==> src/rtl/door_ctl.sv <==
// Sliding door sequencer: watches plate/button and player positions, steps the
// door open/hold/close once per frame tick and drives passable/level/state.
module door_ctl #(
    parameter int unsigned PLATE_X_MIN = 100,
    parameter int unsigned PLATE_X_MAX = 160,
    parameter int unsigned DOOR_X_MIN  = 310,
    parameter int unsigned DOOR_X_MAX  = 450,
    parameter int unsigned DOOR_HEIGHT = 128,
    parameter int unsigned STEP        = 4,
    parameter int unsigned HOLD_FRAMES = 120
) (
    input  logic        clk,
    input  logic        rst,
    input  logic        v_tick,
    input  logic [11:0] xpos_player1,
    input  logic [11:0] xpos_player2,
    input  logic        button_in,
    output logic [7:0]  door_lvl,
    output logic        door_passable,
    output logic [2:0]  door_state
);

    localparam logic [2:0] CLOSED  = 3'd0;
    localparam logic [2:0] OPENING = 3'd1;
    localparam logic [2:0] OPEN    = 3'd2;
    localparam logic [2:0] HOLD    = 3'd3;
    localparam logic [2:0] CLOSING = 3'd4;

    localparam int unsigned CW = $clog2(HOLD_FRAMES + 1);

    localparam logic [11:0] PX_MIN = 12'(PLATE_X_MIN);
    localparam logic [11:0] PX_MAX = 12'(PLATE_X_MAX);
    localparam logic [11:0] DX_MIN = 12'(DOOR_X_MIN);
    localparam logic [11:0] DX_MAX = 12'(DOOR_X_MAX);
    localparam logic [8:0]  HEIGHT = 9'(DOOR_HEIGHT);
    localparam logic [8:0]  STEP9  = 9'(STEP);
    localparam logic [CW-1:0] HOLD_LOAD = CW'(HOLD_FRAMES);

    logic          v_tick_old;
    logic          tick;
    logic          plate;
    logic          occupied;
    logic [2:0]    state, state_n;
    logic [7:0]    lvl_n;
    logic          pass_n;
    logic [CW-1:0] hold_cnt, hold_cnt_n;
    logic [8:0]    lvl_up;

    assign tick = v_tick & ~v_tick_old;

    assign plate = button_in
                 | ((xpos_player1 >= PX_MIN) && (xpos_player1 <= PX_MAX))
                 | ((xpos_player2 >= PX_MIN) && (xpos_player2 <= PX_MAX));

    assign occupied = ((xpos_player1 >= DX_MIN) && (xpos_player1 <= DX_MAX))
                    | ((xpos_player2 >= DX_MIN) && (xpos_player2 <= DX_MAX));

    // Opening sum is kept 9 bits wide so a full door plus STEP cannot wrap.
    assign lvl_up = {1'b0, door_lvl} + STEP9;

    always_comb begin
        state_n    = state;
        lvl_n      = door_lvl;
        hold_cnt_n = hold_cnt;
        if (tick) begin
            case (state)
                CLOSED: begin
                    lvl_n = '0;
                    if (plate)
                        state_n = OPENING;
                end
                OPENING: begin
                    if (lvl_up >= HEIGHT) begin
                        lvl_n   = HEIGHT[7:0];
                        state_n = OPEN;
                    end else begin
                        lvl_n = lvl_up[7:0];
                    end
                end
                OPEN: begin
                    if (!plate) begin
                        hold_cnt_n = HOLD_LOAD;
                        state_n    = HOLD;
                    end
                end
                HOLD: begin
                    if (plate)
                        state_n = OPEN;
                    else if (hold_cnt != '0)
                        hold_cnt_n = hold_cnt - CW'(1);
                    else if (!occupied)
                        state_n = CLOSING;
                end
                CLOSING: begin
                    if (plate || occupied) begin
                        state_n = OPENING;
                    end else if ({1'b0, door_lvl} <= STEP9) begin
                        lvl_n   = '0;
                        state_n = CLOSED;
                    end else begin
                        lvl_n = door_lvl - STEP9[7:0];
                    end
                end
                default: begin
                    state_n = CLOSED;
                    lvl_n   = '0;
                end
            endcase
        end
        pass_n = (state_n == OPEN) || (state_n == HOLD);
    end

    always_ff @(posedge clk or negedge rst) begin
        if (!rst) begin
            v_tick_old    <= 1'b0;
            state         <= CLOSED;
            door_lvl      <= '0;
            door_passable <= 1'b0;
            hold_cnt      <= '0;
        end else begin
            v_tick_old    <= v_tick;
            state         <= state_n;
            door_lvl      <= lvl_n;
            door_passable <= pass_n;
            hold_cnt      <= hold_cnt_n;
        end
    end

    assign door_state = state;

endmodule

==> config.mk <==
export PLATFORM = sky130hd
export DESIGN_NAME = door_ctl
export DESIGN_NICKNAME = d
export VERILOG_FILES = /design/src/rtl/door_ctl.sv
export SDC_FILE = /design/constraint.sdc
export NUM_CORES = 1
export LEC_CHECK = 0
export BUFFER_PORTS_ARGS = -buffer_cell sky130_fd_sc_hd__buf_2
export CAP_MARGIN = 20
export CORE_UTILIZATION = 53
export DETAILED_ROUTE_END_ITERATION = 10
export PLACE_DENSITY = 0.8
export SLEW_MARGIN = 20
export SYNTH_ARGS = -nofsm -noshare
export SYNTH_HDL_FRONTEND = slang
export SYNTH_SLANG_ARGS = --single-unit
==> constraint.sdc <==
create_clock -name clk -period 2.28 [get_ports clk]
set_input_delay 0.114 -clock clk [delete_from_list [all_inputs] [get_ports clk]]
set_output_delay 0.114 -clock clk [all_outputs]
set_load 0.02 [all_outputs]
# == After elaboration in Yosys (flattened, before gate mapping) ==
# Index checks and enable logic that the tools add are counted.
# word_totals
inputBits,28
wordCells,64
out_inout_bits,12
regBits,20
# op_classes
bitwise_logic,6
eq_ne,10
n_lt_le_gt_ge,10
muxes,18
n_addsub,3
n_reduce_logical,12
# ops
operator,count
two-way mux 3 bit,9
>= comparator 12 x 7 -> 1 bit (second input constant),2
>= comparator 12 x 9 -> 1 bit (second input constant),2
less-or-equal comparator 12 x 8 -> 1 bit (second input constant),2
less-or-equal comparator 12 x 9 -> 1 bit (second input constant),2
two-way mux 8 bit,3
case mux 8 bit (3 select lines),1
two-way mux 7 bit,3
case mux 3 bit (5 select lines),1
case mux 7 bit (2 select lines),1
equality test 3 x 2 -> 1 bit (second input constant),4
adder 8 x 3 -> 9 bit (second input constant),1
>= comparator 9 x 8 -> 1 bit (second input constant),1
less-or-equal comparator 8 x 3 -> 1 bit (second input constant),1
inequality test 2 bit (second input constant),4
subtractor 8 x 3 -> 8 bit (second input constant),1
nonzero test 7 bit,1
subtractor 7 x 1 -> 7 bit (second input constant),1
AND reduction 5 bit,1
logical AND 1 bit,4
equality test 3 x 1 -> 1 bit (second input constant),1
equality test 3 bit (second input constant),1
logical NOT 3 bit,1
bitwise OR 1 bit,3
other kinds (6),8

# == Depth between registers and ports, before layout ==
# logic_depth
depth_word,10
depth_mapped,9
mapped_depth_nobuf,8

# == Worst setup path after synthesis ==
# No wires, ideal clock.
# synth_path
path_kind,register to register
from,register door_lvl[4]
to,register door_passable
required_time_ps,2185
arrival_ps,1808
setup_time_ps,95
stages_incl_launch_ff,7
path_slack_ps,377
n_path_buf,1
cell_sequence,dfrtp_1 -> buf_2 -> or3_1 -> o31ai_4 -> o21a_1 -> o22ai_1 -> a211oi_1
# synth_via
elab_chain_cells,7
# synth_lines
element,line,rtl
start: declaration,18,"output logic [7:0] door_lvl,"
start signal: assignment,123,door_lvl <= lvl_n;
adder 8 x 3 -> 9 bit / less-or-equal comparator 8 x 3 -> 1 bit (equally long branches),"59, 97",
>= comparator 9 x 8 -> 1 bit / two-way mux 3 bit (equally long branches),"73, 97",
two-way mux 3 bit (on tied branches),"73, 95",
case mux 3 bit (5 select lines) (*),66,case (state)
two-way mux 3 bit (*),65,if (tick) begin
equality test 3 x 2 -> 1 bit,110,pass_n = (state_n == OPEN) || (state_n == HOLD);
logical OR 1 bit (*),110,
named net pass_n,45,logic pass_n;
end signal: assignment,124,door_passable <= pass_n;
end: declaration,19,"output logic door_passable,"
# The timed path passes the listed nets; every way through them passes the cells marked *.
# A chain may end at the register's enable or synchronous reset.

# == Final worst setup path ==
# layout_path
from,register door_lvl[6]
to,register door_lvl[5]
# layout_via
elab_chain_cells,4
# layout_lines
element,line
adder 8 x 3 -> 9 bit / less-or-equal comparator 8 x 3 -> 1 bit (equally long branches),"59, 97"
>= comparator 9 x 8 -> 1 bit / two-way mux 8 bit (equally long branches),"73, 97"
two-way mux 8 bit (on tied branches),"73, 95"
case mux 8 bit (3 select lines) (*),66
# Every way passes the cells marked *; elsewhere a longest branch is shown, timed or not. The select of a mux whose other input is x is not followed.

==> flow_summary.yaml <==
timing:
  clock.fmax_mhz: 486
  finalSetupTns_ns: 0
  whs_ns: 0.263
  period_share_pct: 90.3
  clock_skew_ns: 0.00175
  maxSlewHeadroom_pct: 63.9
  min_period_ns: 2.06
  hold_viol: 0
  setup_viol: 0
  worst_pin_slew_ns: 0.534
  fin_ws_ns: 0.220
  rsz0062_at_grt: "no"
  maxSlewViolCount: 0
critical_path:
  cp_slowest_stage_delay_ns: 0.47
  worstPathArrival_ns: 2.24
  crit_family: "compound AO/OA/AOI/OAI gates"
  cp_max_fo: 10
  startpoint_type: "flop"
  worstPathCellList: "or3_1 > o31ai_4 > nand2b_1 > o21ai_0 > a31oi_1 > a31oi_1"
  cp_slowest_cell: "dfrtp_1"
  cpMostUsedCell: "a31oi_1"
  worstPathBufferInverterCount: 0
  setup.worst_path.end_class: "flop"
  cp.required_ns: 2.46
  worstSetupPathType: "reg2reg"
drt:
  drt_iter0_drc: 57
  final_antenna_net_count: 0
  drc: 0
  routed_wl_um: 3830
  wire_per_inst_um: 15.3
  vias: 1577
  dr.pass1.iters: 4
  viasPerCell: 6.31
yosys:
  synth_seq_cells: 18
  ys.flop_type: "dfrtp_1"
  synth_mux_area_share_pct: 3.68
  yosysWarnings: 0
  synthCells: 178
  synth_compound_area_share_pct: 26.8
  synth_xor_area_share_pct: 0.572
  synth_top_family_by_area: "simple AND/OR/NAND/NOR gates"
  syn-mean-instance-area_um2: 8.60
  ys_types: 58
  async_reset_ff_share_pct: 100
  seq_area_frac_synth_pct: 29.4
  synth-edff-count: 0
  netlist_area_um2: 1530
  yosys.area_share.simple_pct: 30.3
  synthAdderAreaFrac_pct: 4.09
clocking:
  clk_pin_slew_worst_paths_ns: 0.11
  cts-root-buf: "clkbuf_4"
  htree_levels: 1
  cts_buffers: 3
  clock_latency_ns: 0.31
  clock_sinks: 18
  clk_path_buf_depth: 2
  cts_tree: "yes"
power_and_ir_drop:
  power_leakage_nw: 0.806
  p_per_area_nw_per_um2: 913
  ir_worst_vdd_v: 0.000839
grt:
  grt_overflow: 0
  grt_pass1_wl_um: 6470
  grt_max_degree: 19
  antenna_found_initial: 0
  grtUsageTotal_pct: 26.1
  grt_pass1_vias: 1467
run_status:
  status: "finished clean"
finish:
  syn_to_final_growth_pct: 18.3
  drive_gt1_share_pct: 27.4
  final_nets: 253
  fin_area_um2: 1810
  antenna_cells: 0
  final_util_pct: 66.2
die:
  dieHeight_um: 55.7
  ios: 40
  dieArea_um2: 3110
  start_util_pct: 56.0
  core_um2: 2730
  rows: 19
  dieWidth_um: 55.7
placement:
  hpwlAfterDp_um: 2880
  dp_slack_ns: 0.158
  place_area_um2: 1750
  gp_congestion: 0.899
  portBuffers: 37
job:
  drv_cap: 0
worst_hold_path:
  hold_class: "in2async"
==> flip-flops by register name (all words and copies together), names as in the netlist <==
register	flops
v_tick_old	1
door_state	3
hold_cnt	7
door_passable	1
door_lvl	6
==> cells in the mapped netlist, drive strengths merged (2+ instances only) <==
master | instances | area [um2]
inv | 9 | 33.8
nor3 | 13 | 80.1
buf | 6 | 36.3
a31oi | 6 | 37.5
nand2 | 17 | 71.3
o22ai | 2 | 12.5
nor2 | 13 | 48.8
o31ai | 3 | 50.1
nand3b | 2 | 15.0
a211o | 2 | 17.5
and3 | 2 | 12.5
mux2i | 3 | 30.0
or3 | 2 | 12.5
nor2b | 4 | 25.0
o211ai | 2 | 15.0
a21oi | 6 | 30.0
nor4b | 3 | 26.3
dfrtp | 18 | 450
nand4 | 4 | 25.0
mux2 | 2 | 26.3
o21ai | 6 | 33.8
ha | 5 | 62.6
o221a | 3 | 33.8
o21a | 2 | 15.0
a32oi | 3 | 26.3
nand2b | 7 | 43.8
nand3 | 8 | 40.0
a21o | 2 | 15.0
nor3b | 3 | 27.5
==> routing by layer <==
metal  up-vias  global-route usage [%]  share of wire [%]  routed length [um]
met3         5                    6.51                5.6                 216
met4         0                    7.14               0.84                  32
li1        756                       -                  -                   -
met5         -                       0                  0                   0
met2        53                    46.3                 50                1920
met1       763                    31.1                 43                1650
==> cell type report <==
type	count	area, um2
Sequential cell	18	450
Inverter	9	33.8
Tap cell	31	38.8
Fill cell	229	923
Multi-Input combinational cell	145	1020
Clock buffer	4	36.3
Timing Repair Buffer	43	235
==> placed cells by master (no fill, tap or decap), drive strengths merged, types with 2 or more instances in the layout <==
cell / Yosys / routed
o211ai: 2 / 2
a211o: 2 / 2
a21o: 2 / 2
clkbuf: 1 / 4
nand2b: 7 / 7
a21oi: 6 / 6
and3: 2 / 2
o31ai: 3 / 3
o21a: 2 / 2
nand3: 8 / 8
nand4: 4 / 4
a32oi: 3 / 3
mux2: 2 / 2
a31oi: 6 / 6
dfrtp: 18 / 18
nand3b: 2 / 2
nor3b: 3 / 3
nor2b: 4 / 4
nor3: 13 / 13
inv: 9 / 9
nand2: 17 / 17
nor4b: 3 / 3
o21ai: 6 / 6
dlygate4sd3: 0 / 2
o221a: 3 / 3
ha: 5 / 5
o22ai: 2 / 2
nor2: 13 / 13
buf: 6 / 41
or3: 2 / 2
conb: 1 / 2
mux2i: 3 / 3
==> where the power goes <==
group	switching, mW	total, mW	internal, mW
clock	0.111	0.209	0.0978
sequential	0.143	0.567	0.424
combinational	0.522	0.878	0.356
total	0.775	1.65	0.877
==> through the flow <==
step                std cells  power, mW
floorplan                 179       1.18
global placement          244       1.38
detailed placement        244       1.42
CTS                       250       1.64
global route              250       1.77
finish                    250       1.65
==> kinds of logic (layout without fill, tap and decap cells) <==
logic type / Yosys count / count (layout)
flip-flops: 18 / 18
AND/OR/NAND/NOR: 83 / 83
buffers and inverters: 16 / 56
multiplexers: 5 / 5
AO/OA/AOI/OAI: 49 / 49
XOR/XNOR: 1 / 1
adder cells (fa/ha/maj): 5 / 5
other: 1 / 2
==> path summary, 6_finish.rpt <==
path                                               from                      end  slack [ns]  depth (start not counted)
worst max-delay path            door_lvl[6]$_DFFE_PN0P_  door_lvl[5]$_DFFE_PN0P_        0.22                          6
worst max register to register  door_lvl[6]$_DFFE_PN0P_  door_lvl[5]$_DFFE_PN0P_        0.22                          6
min in group clk                              button_in  hold_cnt[1]$_DFFE_PN0P_        0.37                          5
worst min-delay path                                rst  door_state[2]$_DFF_PN0_        0.26                          2
worst min register to register  door_state[2]$_DFF_PN0_  door_passable$_DFF_PN0_        0.60                          1
max in group asynchronous                           rst  hold_cnt[0]$_DFFE_PN0P_        1.73                          2
==> repair_timing <==
| action | CTS | global route |
|---|---|---|
| endpoints found under the setup margin | 0 | 3 |
| gates resized for setup | 0 | 1 |
| hold endpoints to repair | 19 | 0 |
| buffers inserted | 0 | 0 |
| hold buffers | 2 | 0 |
Note: power is estimated with default switching activity, not from simulation.
